`config.mk`:
```
export PLATFORM = sky130hd
export DESIGN_NAME = mips_multi_cycle
export DESIGN_NICKNAME = d
export VERILOG_FILES = /design/src/rtl/mips_multi_cycle.sv
export SDC_FILE = /design/constraint.sdc
export NUM_CORES = 2
export LEC_CHECK = 0
export BUFFER_PORTS_ARGS = -buffer_cell sky130_fd_sc_hd__buf_2
export CORE_MARGIN = 2
export CORE_UTILIZATION = 45
export DETAILED_ROUTE_END_ITERATION = 16
export GPL_TIMING_DRIVEN = 0
export SETUP_SLACK_MARGIN = 0.3
export SYNTH_ARGS = -nofsm -noshare
export SYNTH_HDL_FRONTEND = slang
export SYNTH_SLANG_ARGS = --single-unit
```
`constraint.sdc`:
```
create_clock -name clk -period 5.3 [get_ports clk]
set_clock_uncertainty 0.05 [all_clocks]
set_input_delay 0.265 -clock clk [delete_from_list [all_inputs] [get_ports clk]]
set_output_delay 0.265 -clock clk [all_outputs]
set_load 0.1 [all_outputs]
```
`src/rtl/mips_multi_cycle.sv`:
```
// Multicycle MIPS subset core: one shared memory port, PC/IR/MDR/A/B/ALUOut, 32x32 register file.
// Latency: 3 to 5 cycles per instruction (IF, ID, then 1-3 class-specific states); halt is absorbing.
// Backpressure: none; memory is assumed zero-wait (combinational read, write on the closing edge).
module mips_multi_cycle (
  input  logic        rst,
  input  logic        clk,
  output logic [31:0] adrs,
  input  logic [31:0] data_in,
  output logic [31:0] data_out,
  output logic        mem_read,
  output logic        mem_write,
  output logic        done
);

  localparam logic [5:0] OP_RTYPE = 6'h00;
  localparam logic [5:0] OP_J     = 6'h02;
  localparam logic [5:0] OP_JAL   = 6'h03;
  localparam logic [5:0] OP_BEQ   = 6'h04;
  localparam logic [5:0] OP_ADDI  = 6'h08;
  localparam logic [5:0] OP_SLTI  = 6'h0A;
  localparam logic [5:0] OP_LW    = 6'h23;
  localparam logic [5:0] OP_SW    = 6'h2B;
  localparam logic [5:0] OP_HALT  = 6'h3F;

  localparam logic [5:0] FN_JR    = 6'h08;
  localparam logic [5:0] FN_ADD   = 6'h20;
  localparam logic [5:0] FN_SUB   = 6'h22;
  localparam logic [5:0] FN_AND   = 6'h24;
  localparam logic [5:0] FN_OR    = 6'h25;
  localparam logic [5:0] FN_SLT   = 6'h2A;

  typedef enum logic [3:0] {
    S_IF, S_ID, S_EX_R, S_WB_R, S_EX_I, S_WB_I, S_MEM_ADR, S_MEM_RD,
    S_WB_LW, S_MEM_WR, S_BR, S_JMP, S_JAL, S_JR, S_HALT
  } state_t;

  state_t      state, state_nxt;
  logic [31:0] pc, ir, mdr, a_reg, b_reg, alu_out;
  logic [31:0] rf [32];

  // Instruction fields, always taken from the latched IR.
  logic [5:0]  opcode, funct;
  logic [4:0]  rs, rt, rd;
  logic [31:0] imm_ext, jmp_target;

  assign opcode     = ir[31:26];
  assign rs         = ir[25:21];
  assign rt         = ir[20:16];
  assign rd         = ir[15:11];
  assign funct      = ir[5:0];
  assign imm_ext    = {{16{ir[15]}}, ir[15:0]};
  // PC already holds the incremented value once IF has completed.
  assign jmp_target = {pc[31:28], ir[25:0], 2'b00};

  // Memory port: data accesses use ALUOut, everything else addresses by PC.
  assign adrs      = (state == S_MEM_RD || state == S_MEM_WR) ? alu_out : pc;
  assign mem_read  = (state == S_IF) || (state == S_MEM_RD);
  assign mem_write = (state == S_MEM_WR);
  assign done      = (state == S_HALT);
  assign data_out  = b_reg;

  // State register; reset aborts any instruction in flight and restarts at fetch.
  always_ff @(posedge clk or negedge rst) begin
    if (!rst) state <= S_IF;
    else      state <= state_nxt;
  end

  // Next-state decode; unsupported opcodes/functs fall straight back to fetch.
  always_comb begin
    state_nxt = S_IF;
    case (state)
      S_IF: state_nxt = S_ID;
      S_ID: begin
        case (opcode)
          OP_RTYPE: begin
            case (funct)
              FN_ADD, FN_SUB, FN_AND, FN_OR, FN_SLT: state_nxt = S_EX_R;
              FN_JR:                                 state_nxt = S_JR;
              default:                               state_nxt = S_IF;
            endcase
          end
          OP_ADDI, OP_SLTI: state_nxt = S_EX_I;
          OP_LW, OP_SW:     state_nxt = S_MEM_ADR;
          OP_BEQ:           state_nxt = S_BR;
          OP_J:             state_nxt = S_JMP;
          OP_JAL:           state_nxt = S_JAL;
          OP_HALT:          state_nxt = S_HALT;
          default:          state_nxt = S_IF;
        endcase
      end
      S_EX_R:    state_nxt = S_WB_R;
      S_EX_I:    state_nxt = S_WB_I;
      S_MEM_ADR: state_nxt = (opcode == OP_LW) ? S_MEM_RD : S_MEM_WR;
      S_MEM_RD:  state_nxt = S_WB_LW;
      S_HALT:    state_nxt = S_HALT;
      default:   state_nxt = S_IF;
    endcase
  end

  // ALU: register/register in EX_R, register/immediate otherwise (EX_I, MEM_ADR).
  logic [31:0] alu_b, alu_res;
  always_comb begin
    alu_b   = (state == S_EX_R) ? b_reg : imm_ext;
    alu_res = a_reg + alu_b;
    if (state == S_EX_R) begin
      case (funct)
        FN_SUB:  alu_res = a_reg - alu_b;
        FN_AND:  alu_res = a_reg & alu_b;
        FN_OR:   alu_res = a_reg | alu_b;
        FN_SLT:  alu_res = {31'd0, $signed(a_reg) < $signed(alu_b)};
        default: alu_res = a_reg + alu_b;
      endcase
    end else if (state == S_EX_I && opcode == OP_SLTI) begin
      alu_res = {31'd0, $signed(a_reg) < $signed(alu_b)};
    end
  end

  // Register-file write port select: rd for R-type, rt for I-type/lw, $31 for jal.
  logic        rf_we;
  logic [4:0]  rf_wa;
  logic [31:0] rf_wd;
  always_comb begin
    rf_we = 1'b0;
    rf_wa = rt;
    rf_wd = alu_out;
    case (state)
      S_WB_R:  begin rf_we = 1'b1; rf_wa = rd; end
      S_WB_I:  begin rf_we = 1'b1; rf_wa = rt; end
      S_WB_LW: begin rf_we = 1'b1; rf_wa = rt; rf_wd = mdr; end
      S_JAL:   begin rf_we = 1'b1; rf_wa = 5'd31; rf_wd = pc; end
      default: ;
    endcase
  end

  // Register file; $0 is never written so it reads as zero forever.
  always_ff @(posedge clk or negedge rst) begin
    if (!rst) begin
      for (int i = 0; i < 32; i++) rf[i] <= '0;
    end else if (rf_we && rf_wa != 5'd0) begin
      rf[rf_wa] <= rf_wd;
    end
  end

  // Datapath registers, each loaded only in the state that owns it.
  always_ff @(posedge clk or negedge rst) begin
    if (!rst) begin
      pc      <= '0;
      ir      <= '0;
      mdr     <= '0;
      a_reg   <= '0;
      b_reg   <= '0;
      alu_out <= '0;
    end else begin
      case (state)
        S_IF: begin
          ir <= data_in;
          pc <= pc + 32'd4;
        end
        S_ID: begin
          a_reg   <= rf[rs];
          b_reg   <= rf[rt];
          alu_out <= pc + {imm_ext[29:0], 2'b00};
        end
        S_EX_R, S_EX_I, S_MEM_ADR: alu_out <= alu_res;
        S_MEM_RD:                  mdr <= data_in;
        S_BR:                      if (a_reg == b_reg) pc <= alu_out;
        S_JMP, S_JAL:              pc <= jmp_target;
        S_JR:                      pc <= a_reg;
        default: ;
      endcase
    end
  end

endmodule

```
## Word level (Yosys, flattened, before mapping)

Index checks and enable logic that the tools add are counted.

- Add/sub/neg operators: 4
- Magnitude comparators: 5
- Eq/ne operators: 30
- Muxes and demuxes: 24
- Bitwise logic cells: 6
- Reduce and logical (&&, ||, !) cells: 19

Operators by type and width:

| kind | number |
|---|---|
| $bwmux W1024 | 1 |
| $bmux W32 S5 | 2 |
| $mux W32 | 10 |
| $pmux W32 S4 | 2 |
| $demux W32 S5 | 1 |
| $pmux W32 S2 | 2 |
| $add A32 B32 Y32 | 2 |
| $pmux W4 S7 | 2 |
| $eq A6 B6 Y1 const B | 8 |
| $add A32 B3 Y32 const B | 1 |
| $and A32 B32 Y32 | 1 |
| $eq A32 B32 Y1 | 1 |
| $lt A32 B32 Y1 | 1 |
| $or A32 B32 Y32 | 1 |
| $sub A32 B32 Y32 | 1 |
| $eq A4 B4 Y1 const B | 7 |
| $eq A6 B4 Y1 const B | 3 |
| $ge A6 B6 Y1 const B | 3 |
| $not A5 Y6 | 3 |
| $eq A4 B3 Y1 const B | 4 |
| $eq A6 B2 Y1 const B | 2 |
| $pmux W5 S2 | 1 |
| $eq A4 B2 Y1 const B | 2 |
| $pmux W4 S2 | 1 |
| other kinds (21) | 26 |

- Register bits: 1220
- Output and inout bits: 67
- Word-level logic and storage cells: 128

## Longest topological paths before layout

- Depth in word-level cells: 8
- Mapped depth: 20
- Gate-level depth less buffers: 18

## Worst setup path after synthesis

No wires, ideal clock.

- Path type: register to register
- Start point: reg state[1]
- End point: reg alu_out[30]
- Setup time: 0.142 ns
- Arrival time: 4.502 ns
- Slack: 0.606 ns
- Stages on the path, launching flop included: 21
- Path buffers: 3
- Period minus slack after synthesis: 4.694 ns
- Cells stage by stage: dfrtp_1 > clkbuf_1 > nand2_1 > nor3_1 > clkbuf_1 > buf_1 > nand2_1 > nand2_1 > ha_1 > inv_1 > fa_1 > nand2b_1 > a21oi_1 > nor3_2 > nor2_1 > a2111oi_2 > o21ai_1 > a311oi_1 > xnor2_1 > a222oi_1 > o311ai_1

- Word-level cells in the longest chain between the ends: 6
- Elaborated cells on any way between the ends: 16
- Those cells by class: add/sub (2); eq/ne (4); mux (5); bitwise (2); reduce/logical (3)

Ends and longest elaborated chain:

| element | RTL line | RTL |
|---|---|---|
| start, declared | 37 | `state_t state, state_nxt;` |
| start signal, assigned | 65 | `else state <= state_nxt;` |
| $eq A4 B2 Y1 | 103, 105, 154 |  |
| $mux W32 | 103 | `alu_b = (state == S_EX_R) ? b_reg : imm_ext;` |
| $add A32 B32 Y32 (tied with other cells) | 104, 111 |  |
| $pmux W32 S4 or $mux W32 (tied branches) | 106, 113 |  |
| $mux W32 | 105 | `if (state == S_EX_R) begin` |
| $pmux W32 S2 | 154 | `case (state)` |
| end signal, assigned | 162 | `alu_out <= pc + {imm_ext[29:0], 2'b00};` |
| end signal, assigned | 164 | `S_EX_R, S_EX_I, S_MEM_ADR: alu_out <= alu_res;` |
| end, declared | 38 | `logic [31:0] pc, ir, mdr, a_reg, b_reg, alu_out;` |

Several ways; a longest one is shown, not always the timed one.
A chain may end at the register's enable or synchronous reset.

## Worst setup path after layout

- Start point: reg state[1]
- End point: reg alu_out[22]

Same word-level chain as after synthesis.

==> impl_metrics.yaml <==
critical_path:
  ff2ff_setup_slack_ps: 330
  end_kind: "flop"
  reg2reg_depth: 21
  reg2reg_to: "alu_out[22]"
  regToRegStartpoint: "state[1]"
  arrival_ps: 5590
  slowest_delay_ps: 480
  cp_max_fo: 10
  crit_path_start_kind: "flop"
  path_cells: "clkbuf_4 > nor2b_2 > nand2_4 > clkbuf_8 > clkbuf_8 > nand2_1 > nand2_1 > ha_2 > inv_1 > fa_1 > nand2b_1 > a2111o_1 > o211a_4 > o41ai_4 > buf_4 > o31ai_4 > o31ai_4 > a2bb2oi_1 > mux2_2 > a21oi_2 > a221o_1"
  worstSetupPathType: "flop to flop"
  critPathSlowestCell: "a2111o_1"
  setup.worst_path.start: "state[1]"
  critPathRequiredTime_ps: 5930
clocking:
  numCtsBuffers: 139
  cts_tree: "built"
  cts_sinks: 1220
  clock_latency_ps: 800
  cts_root_buf: "clkbuf_16"
  htreeDepth: 4
  path_clk_slew_ps: 60
  clock_path_buffers: 3
die:
  rows: 143
  initial_core_util_pct: 45.2
  core_sq_mm: 0.151
  die_area_sq_mm: 0.155
  die_x_microns: 394
  ios: 101
  die_h_microns: 394
sta:
  timing.final.ws_setup_ps: 335
  rsz0062_at_grt: "true"
  relSlewSlack_pct: -8.50
  hold_violations: 0
  whs_ps: 208
  period_needed_ps: 4970
  slew_viol_final: 28
  setup_violations: 0
  final.setup.tns_ps: 0
  fmax_ghz: 0.201
  tightest_slew_ps: 1610
  fin_crit_sh_pct: 93.7
synthesis:
  syn-cell-area_sq_mm: 0.0684
  synth_nets: 6492
  ys_ff_latch: 1220
  synth_edf_count: 0
  synth.area.top_cells: "dfrtp_1 (45%), mux4_2 (21%), o21ai_0 (8.5%)"
  synth_common_cells: "nand2_1 (1342), dfrtp_1 (1220), o21ai_0 (1168)"
  postSynthAreaPerCell_sq_um: 10.8
  ys_seq_area_share_pct: 44.6
  yosysUniqueCellTypes: 90
  yosys.area.top_type: "dfrtp_1"
  yosysWarnings: 0
  syn_inst: 6328
  synth_flop_cell: "dfrtp_1"
  yosysMostFrequentCell: "nand2_1"
  async_flop_share_pct: 100
  synth.top_cell.area_share_pct: 44.6
global_routing:
  grt_max_degree: 168
  grt_pass1_wl_microns: 390000
  overflow: 0
  grt_pass1_vias: 55800
  grt_usage_pct: 34.8
  antenna_found_initial: 6
final_layout:
  largest_register_ff_count: 1024
  layout-drive-gt1-share_pct: 18.0
  area_growth_pct: 13.3
  fin_util_pct: 51.2
  final_area_sq_mm: 0.0775
  top_register: "rf"
  num-nets-final: 6799
routing:
  viasPerCell: 6.28
  drt-initial-drc-count: 6390
  drt_pass1_iterations: 6
  drcViolationCount: 0
  routed_wirelength_microns: 269000
  vias: 55100
  ant_nets: 0
  wl_per_cell_microns: 30.7
pwr:
  power.switching_mw: 16.3
  ir_drop_mv: 0.373
  pwr-share-seq_pct: 31.6
  power.clock.fraction_pct: 26.5
  leakage_nw: 32.5
  intPower_mw: 21.4
  p_comb_share_pct: 41.9
  swShare_pct: 43.2
  powerDensity_mw_per_mm2: 487
status:
  status: "finished, violations left"
  violations: "max-capacitance violations, max-slew violations"
placement:
  pre_cts_slack_ps: -2370
  port_buffers: 100
  hpwl_microns: 213000
  dpl_cell_area_sq_mm: 0.0718
  gp_congestion: 1.01
min_path:
  hp-class: "input port to flop"
  min_from: "data_in[6]"
  holdPathStages: 3
  hold_end: "mdr[6]"
job:
  cap_violations: 4
## worst max path at each step
stage / cells past startpoint / slack (ps) / endpoint
floorplan: 20 / 610 / alu_out[30]
global placement: 1 / -23160 / rf[134]
detailed placement: 19 / -2370 / alu_out[28]
CTS: 21 / 330 / alu_out[22]
global route: 21 / 250 / alu_out[22]
finish: 21 / 330 / alu_out[22]
## stage by stage
stage          cells  total power, mW
2_1_floorplan   6328             21.1
3_3_place_gp    8458             26.9
3_5_place_dp    8472             27.2
4_1_cts         8763             37.3
5_1_grt         8772             39.1
6_report        8776             37.7
## power groups by stage
stage / Clock, mW / Sequential [mW] / Combinational [mW]
CTS: 10.1 / 11.8 / 15.4
global route: 10.5 / 12.0 / 16.6
global placement: 0 / 11.9 / 15.0
floorplan: 0 / 11.6 / 9.51
finish: 10.0 / 11.9 / 15.8
detailed placement: 0 / 12.0 / 15.2
## per-layer routing
metal  wire length, microns  vias up  global-route usage, %  part of all wire (%)
met5                     13        -                      0                0.0048
met4                  16500        2                   18.3                   6.1
met3                  21700      600                   6.63                   8.0
met2                 128000     2539                   56.2                    47
met1                 103000    28300                   44.6                    38
li1                       -    23700                      -                     -
## kinds of logic (layout without fill, tap and decap cells)
logic type | Yosys count | count (layout) | synth area share, %
other | 0 | 4 | 0
AO/OA/AOI/OAI | 1672 | 1672 | 13.7
flip-flops | 1220 | 1220 | 44.6
multiplexers | 836 | 836 | 24.1
XOR/XNOR | 101 | 101 | 1.29
buffers and inverters | 691 | 1105 | 3.90
adder cells (fa/ha/maj) | 130 | 130 | 2.41
AND/OR/NAND/NOR | 1678 | 1678 | 9.95
## worst max-delay path: cells and delay by family (launching register included)
family | cells | cell delay [ps]
AO/OA/AOI/OAI | 8 | 1960
flip-flops | 1 | 450
AND/OR/NAND/NOR | 5 | 740
buffers and inverters | 5 | 970
multiplexers | 1 | 190
adder cells (fa/ha/maj) | 2 | 460
## area by class of cell
| cell class | count | area [sq um] |
|---|---|---|
| fillers | 13700 | 73900 |
| diodes | 4 | 10.0 |
| clock inverters | 54 | 682 |
| flip-flops and latches | 1220 | 30500 |
| clock buffers | 194 | 3980 |
| well taps | 2030 | 2540 |
| inverters | 109 | 413 |
| plain buffers | 581 | 2370 |
| repair buffers | 167 | 1320 |
| multi-input cells | 4417 | 35600 |
## placed cells by master (no fill, tap or decap), types with 22 or more instances in the layout
master         synthesis  final
nor3_1                36     32
nand2_1             1342   1340
nand3_1               27     25
nor2_1               140    137
a22oi_1               26     26
dlygate4sd3_1          0     35
a21oi_1              151    143
buf_2                  8    112
xnor2_1               82     82
inv_1                109    107
mux2_2                94     94
clkinv_2               0     22
clkbuf_8               5     33
mux4_2               640    640
buf_1                 55     47
mux2i_1              102    102
clkbuf_1             512    519
a21o_1                32     32
clkbuf_16              0    142
dfrtp_1             1220   1217
o21ai_0             1168   1162
ha_1                 127    125
o21ai_1               40     42
## what timing repair did
item | 4_1_cts | 5_1_grt
endpoints found under the setup margin | 62 | 12
pin swaps | 10 | 9
setup buffers | 9 | 8
gates resized for setup | 93 | 29
hold buffers | 35 | 0
hold endpoints to repair | 266 | 0
Power figures use the tool's default switching activity.
